**src/rtl/pc_gen.sv**
```systemverilog
// Fetch-stage program counter: boot handshake, halt/resume, and next-PC selection
// among trap, mret, branch, JALR, stall and sequential sources with alignment checks.
module pc_gen #(
  parameter int               XLEN      = 32,
  parameter logic [XLEN-1:0]  RESET_VEC = '0,
  parameter logic [31:0]      TRAP_VEC  = 32'h0000_0100,
  parameter int               IALIGN    = 4
) (
  input  logic            clk,
  input  logic            rst_n,
  input  logic            boot_up,
  input  logic            resume,
  input  logic            halt_req,
  input  logic            trap_req,
  input  logic            mret_req,
  input  logic            branch_valid,
  input  logic [XLEN-1:0] branch_target,
  input  logic            jalr_valid,
  input  logic [XLEN-1:0] jalr_target,
  input  logic            keep_pc,
  output logic [XLEN-1:0] pc,
  output logic            pc_running,
  output logic [XLEN-1:0] epc,
  output logic            misalign_err
);

  localparam logic [1:0] ST_IDLE = 2'd0;
  localparam logic [1:0] ST_LOAD = 2'd1;
  localparam logic [1:0] ST_RUN  = 2'd2;
  localparam logic [1:0] ST_HALT = 2'd3;

  localparam logic [XLEN-1:0] TRAP_ADDR = XLEN'(TRAP_VEC);
  localparam logic [XLEN-1:0] STEP      = XLEN'(IALIGN);
  localparam logic [XLEN-1:0] BIT0_MASK = {{(XLEN-1){1'b0}}, 1'b1};

  logic [1:0]      state_r;
  logic [1:0]      state_next_s;
  logic [XLEN-1:0] pc_next_s;
  logic [XLEN-1:0] epc_next_s;
  logic            misalign_next_s;
  logic [XLEN-1:0] jalr_addr_s;

  // With 4-byte alignment bit 1 flags a fault; with 2-byte alignment bit 0 does.
  function automatic logic is_misaligned(input logic [XLEN-1:0] addr);
    if (IALIGN == 4) begin
      is_misaligned = addr[1];
    end else begin
      is_misaligned = addr[0];
    end
  endfunction

  assign jalr_addr_s = jalr_target & ~BIT0_MASK;

  // Next state and next PC/EPC selection
  always_comb begin
    state_next_s    = state_r;
    pc_next_s       = pc;
    epc_next_s      = epc;
    misalign_next_s = 1'b0;
    case (state_r)
      ST_IDLE: begin
        pc_next_s = RESET_VEC;
        if (boot_up) state_next_s = ST_LOAD;
        else         state_next_s = ST_IDLE;
      end
      ST_LOAD: begin
        pc_next_s = RESET_VEC;
        if (!boot_up) state_next_s = ST_RUN;
        else          state_next_s = ST_LOAD;
      end
      ST_RUN: begin
        if (halt_req) state_next_s = ST_HALT;
        else          state_next_s = ST_RUN;
        if (trap_req) begin
          pc_next_s  = TRAP_ADDR;
          epc_next_s = pc;
        end else if (mret_req) begin
          pc_next_s = epc;
        end else if (branch_valid) begin
          if (is_misaligned(branch_target)) begin
            pc_next_s       = TRAP_ADDR;
            epc_next_s      = branch_target;
            misalign_next_s = 1'b1;
          end else begin
            pc_next_s = branch_target;
          end
        end else if (jalr_valid) begin
          if (is_misaligned(jalr_addr_s)) begin
            pc_next_s       = TRAP_ADDR;
            epc_next_s      = jalr_addr_s;
            misalign_next_s = 1'b1;
          end else begin
            pc_next_s = jalr_addr_s;
          end
        end else if (keep_pc) begin
          pc_next_s = pc;
        end else begin
          pc_next_s = pc + STEP;
        end
      end
      ST_HALT: begin
        if (resume) state_next_s = ST_RUN;
        else        state_next_s = ST_HALT;
      end
      default: begin
        state_next_s = ST_IDLE;
        pc_next_s    = RESET_VEC;
      end
    endcase
  end

  // State and output registers
  always_ff @(posedge clk or negedge rst_n) begin
    if (!rst_n) begin
      state_r      <= ST_IDLE;
      pc           <= RESET_VEC;
      epc          <= '0;
      pc_running   <= 1'b0;
      misalign_err <= 1'b0;
    end else begin
      state_r      <= state_next_s;
      pc           <= pc_next_s;
      epc          <= epc_next_s;
      pc_running   <= (state_next_s == ST_RUN);
      misalign_err <= misalign_next_s;
    end
  end

endmodule

```
**config.mk**
```make
export PLATFORM = sky130hd
export DESIGN_NAME = pc_gen
export DESIGN_NICKNAME = d
export VERILOG_FILES = /design/src/rtl/pc_gen.sv
export SDC_FILE = /design/constraint.sdc
export NUM_CORES = 1
export LEC_CHECK = 0
export CORE_AREA = 2 2 106 108
export DETAILED_ROUTE_END_ITERATION = 10
export DIE_AREA = 0 0 108 110
export HOLD_SLACK_MARGIN = 0.08
export PLACE_DENSITY = 0.8
export SLEW_MARGIN = 20
export SYNTH_ARGS = -nofsm -noshare
export SYNTH_HDL_FRONTEND = slang
export SYNTH_SLANG_ARGS = --single-unit
```
**constraint.sdc**
```tcl
create_clock -name clk -period 2.1 [get_ports clk]
set_input_delay 0.42 -clock clk [delete_from_list [all_inputs] [get_ports clk]]
set_output_delay 0.42 -clock clk [all_outputs]
set_load 0.01 [all_outputs]
```
==> results.py <==
metrics = {
    "detailed_routing": {
        "vias": 5915,
        "drt_iter0_drc": 564,
        "post_drt_wl_per_cell_um": 19.0,
        "firstDrtPassIters": 6,
        "final_antenna_net_count": 0,
        "drt-total-wl_um": 18000,
        "routed_via_density": 6.23,
        "drc": 0,
    },
    "logic_synthesis": {
        "async_flop_share": 1.00,
        "yosys.cell_types.count": 68,
        "yosysSeqAreaShare": 0.331,
        "synth-seq-cells": 68,
        "synth_largest_area_cell": "dfrtp_1",
        "synth_top_flop_cell": "dfrtp_1",
        "synthCells": 643,
        "ys_warn_count": 0,
        "synth_nets": 718,
        "synth_edf_count": 0,
        "netlist_area_sq_um": 5140,
        "avgSynthCellArea_sq_um": 8.00,
        "synth_top_area_share": 0.331,
        "yosysMostFrequentCell": "nand2_1",
        "synthTopCellsByArea": "dfrtp_1, a21oi_1, o21ai_0",
        "synth_common_cells": "nand2_1, a21oi_1, dfrtp_1",
    },
    "global_route": {
        "grt_max_degree": 69,
        "grt_first_pass_wirelength_um": 28700,
        "grt_pass1_vias": 5765,
        "antenna_found_initial": 0,
        "grtUsageTotal": 0.309,
        "gr-total-overflow": 0,
    },
    "timing": {
        "drv_slew": 0,
        "rsz0062_at_grt": "no",
        "min_period_ns": 1.94,
        "tightest_slew_ns": 0.502,
        "slew_headroom": 0.662,
        "fin_skew_ns": 0.00838,
        "setup_violations": 0,
        "finalCritPeriodShare": 0.922,
        "final-hold-violation-count": 0,
        "setup_slack_ns": 0.165,
        "whs_ns": 0.0638,
        "fmax_ghz": 0.517,
    },
    "cts": {
        "cts.path.max_buffers": 2,
        "postCtsHoldBufs": 0,
        "cts_resized": 0,
        "cts_setup_buffers": 0,
        "cts.sinks": 68,
        "root_buffer": "clkbuf_8",
        "h-tree-depth": 3,
        "path_clk_slew_ns": 0.08,
        "numCtsBuffers": 9,
        "cts_tree": "built",
        "clk_latency_ns": 0.37,
    },
    "finish": {
        "n_antenna_cell": 0,
        "nets": 879,
        "num-fill-cells": 900,
        "layout-drive-gt1-share": 0.137,
        "syn2layout_area_growth_pct": 38.8,
    },
    "setup_path": {
        "critPathSlowestCell": "clkdlybuf4s50_1",
        "r2r_setup_slack_ns": 0.18,
        "critPathMaxFanout": 6,
        "worstPathRequired_ns": 1.68,
        "start_kind": "register",
        "crit_type": "reg -> out",
        "cp.arrival_ns": 1.52,
        "worstSetupEndpointType": "primary output",
        "path_cells": "buf_4, clkdlybuf4s50_1",
        "slowest_delay_ns": 0.54,
    },
    "pwr": {
        "seq_power_share": 0.381,
        "pwr-share-comb": 0.380,
        "clockPowerShare": 0.239,
        "vdd_ir_drop_max_v": 0.000384,
        "netSwitchingFraction": 0.355,
        "power_density_nw_per_um2": 662,
        "p_sw_mw": 1.67,
        "p_int_mw": 3.05,
        "power_leakage_nw": 2.89,
    },
    "placed_design": {
        "port_buffers": 138,
        "place_ws_ns": -0.0352,
        "hpwl_um": 13300,
        "place_congestion": 0.910,
    },
    "die": {
        "io_pins": 140,
        "die_area_sq_um": 11900,
        "die_h_um": 110,
        "fp-row-count": 38,
        "fp.dieW_um": 108,
        "core_area_sq_um": 10700,
        "start_util": 0.481,
    },
    "run": {
        "maxCapViolations": 0,
    },
    "status": {
        "status": "finished, final reports clean",
    },
    "min_path": {
        "hold_path_class": "in -> async",
    },
}
-- cells in the final DEF, fill, tap and decap left out, drive strengths merged, types with 3 or more instances in the layout --
cell type,instances
a211oi,6
a21o,3
a21oi,77
a221o,3
a31oi,4
a32o,5
a32oi,12
and2,4
and3,4
and4,3
buf,72
clkbuf,10
clkdlybuf4s50,133
clkinv,3
dfrtp,68
inv,16
mux2i,29
nand2,75
nand2b,13
nand3,20
nand4,12
nand4bb,8
nor2,51
nor2b,7
nor3,16
nor3b,3
nor4,12
o211ai,4
o21a,5
o21ai,75
o22ai,6
o2bb2ai,10
or3,3
or4bb,4
xnor2,6
-- registers in the layout, summed over array words and instances (netlist names) --
signal and count:
pc 32, state_r 2, misalign_err 1, pc_running 1, epc 32
-- layer usage --
layer,track usage,wire (um)
met1,0.401,7310
met5,0,0
met4,0.146,489
met2,0.509,8590
met3,0.0482,1650
-- path summary, 6_finish.rpt --
kind | start | end | cells after the start
max | pc[9] | pc[9] | 2
min | rst_n | epc[28] | 2
max reg2reg | pc[3] | pc[29] | 5
min reg2reg | epc[27] | epc[27] | 2
max in group asynchronous | rst_n | pc[15] | 2
min in group clk | epc[27] | epc[27] | 2
-- worst max-delay path, delay by kind of cell, from the launching register on --
| family | cells | cell delay [ns] |
|---|---|---|
| buffers and inverters | 2 | 0.72 |
| flip-flops | 1 | 0.43 |
-- power groups by stage --
stage	Sequential (mW)	Combinational (mW)	Clock (mW)
floorplan	1.86	0.706	0
global placement	1.80	1.73	0
detailed placement	1.82	1.78	0
CTS	1.79	1.79	1.14
global route	1.83	1.93	1.19
finish	1.80	1.79	1.13
-- kinds of logic (layout without fill, tap and decap cells) --
group,after synthesis,in the layout,share of synthesized area
xor gates and xnor gates,7,7,0.0119
DFF,68,68,0.331
AOI/OAI and AO/OA,225,225,0.271
and+or+nand+nor,242,242,0.255
muxes,29,29,0.0565
adders and majority gates,1,1,0.00243
buffers and inverters,71,237,0.0728
-- through the flow --
step | setup TNS (ns) | instances | total power [mW] | utilization | cell area (sq um)
floorplan | 0 | 643 | 2.57 | - | 5140
global placement | -0.0444 | 933 | 3.53 | 0.648 | 6940
detailed placement | -0.0941 | 933 | 3.60 | 0.648 | 6940
CTS | 0 | 949 | 4.72 | 0.667 | 7140
global route | 0 | 949 | 4.96 | 0.667 | 7140
finish | 0 | 949 | 4.72 | 0.667 | 7140
-- final cells by class --
class | instances | area, sq um | area share
clock buffers | 10 | 138 | 0.0193
clock inverters | 6 | 63.8 | 0.00894
inverters | 16 | 60.1 | 0.00841
multi-input cells | 504 | 3080 | 0.431
flip-flops and latches | 68 | 1700 | 0.238
well taps | 140 | 175 | 0.0245
repair buffers | 205 | 1920 | 0.269
Power figures use the tool's default switching activity.
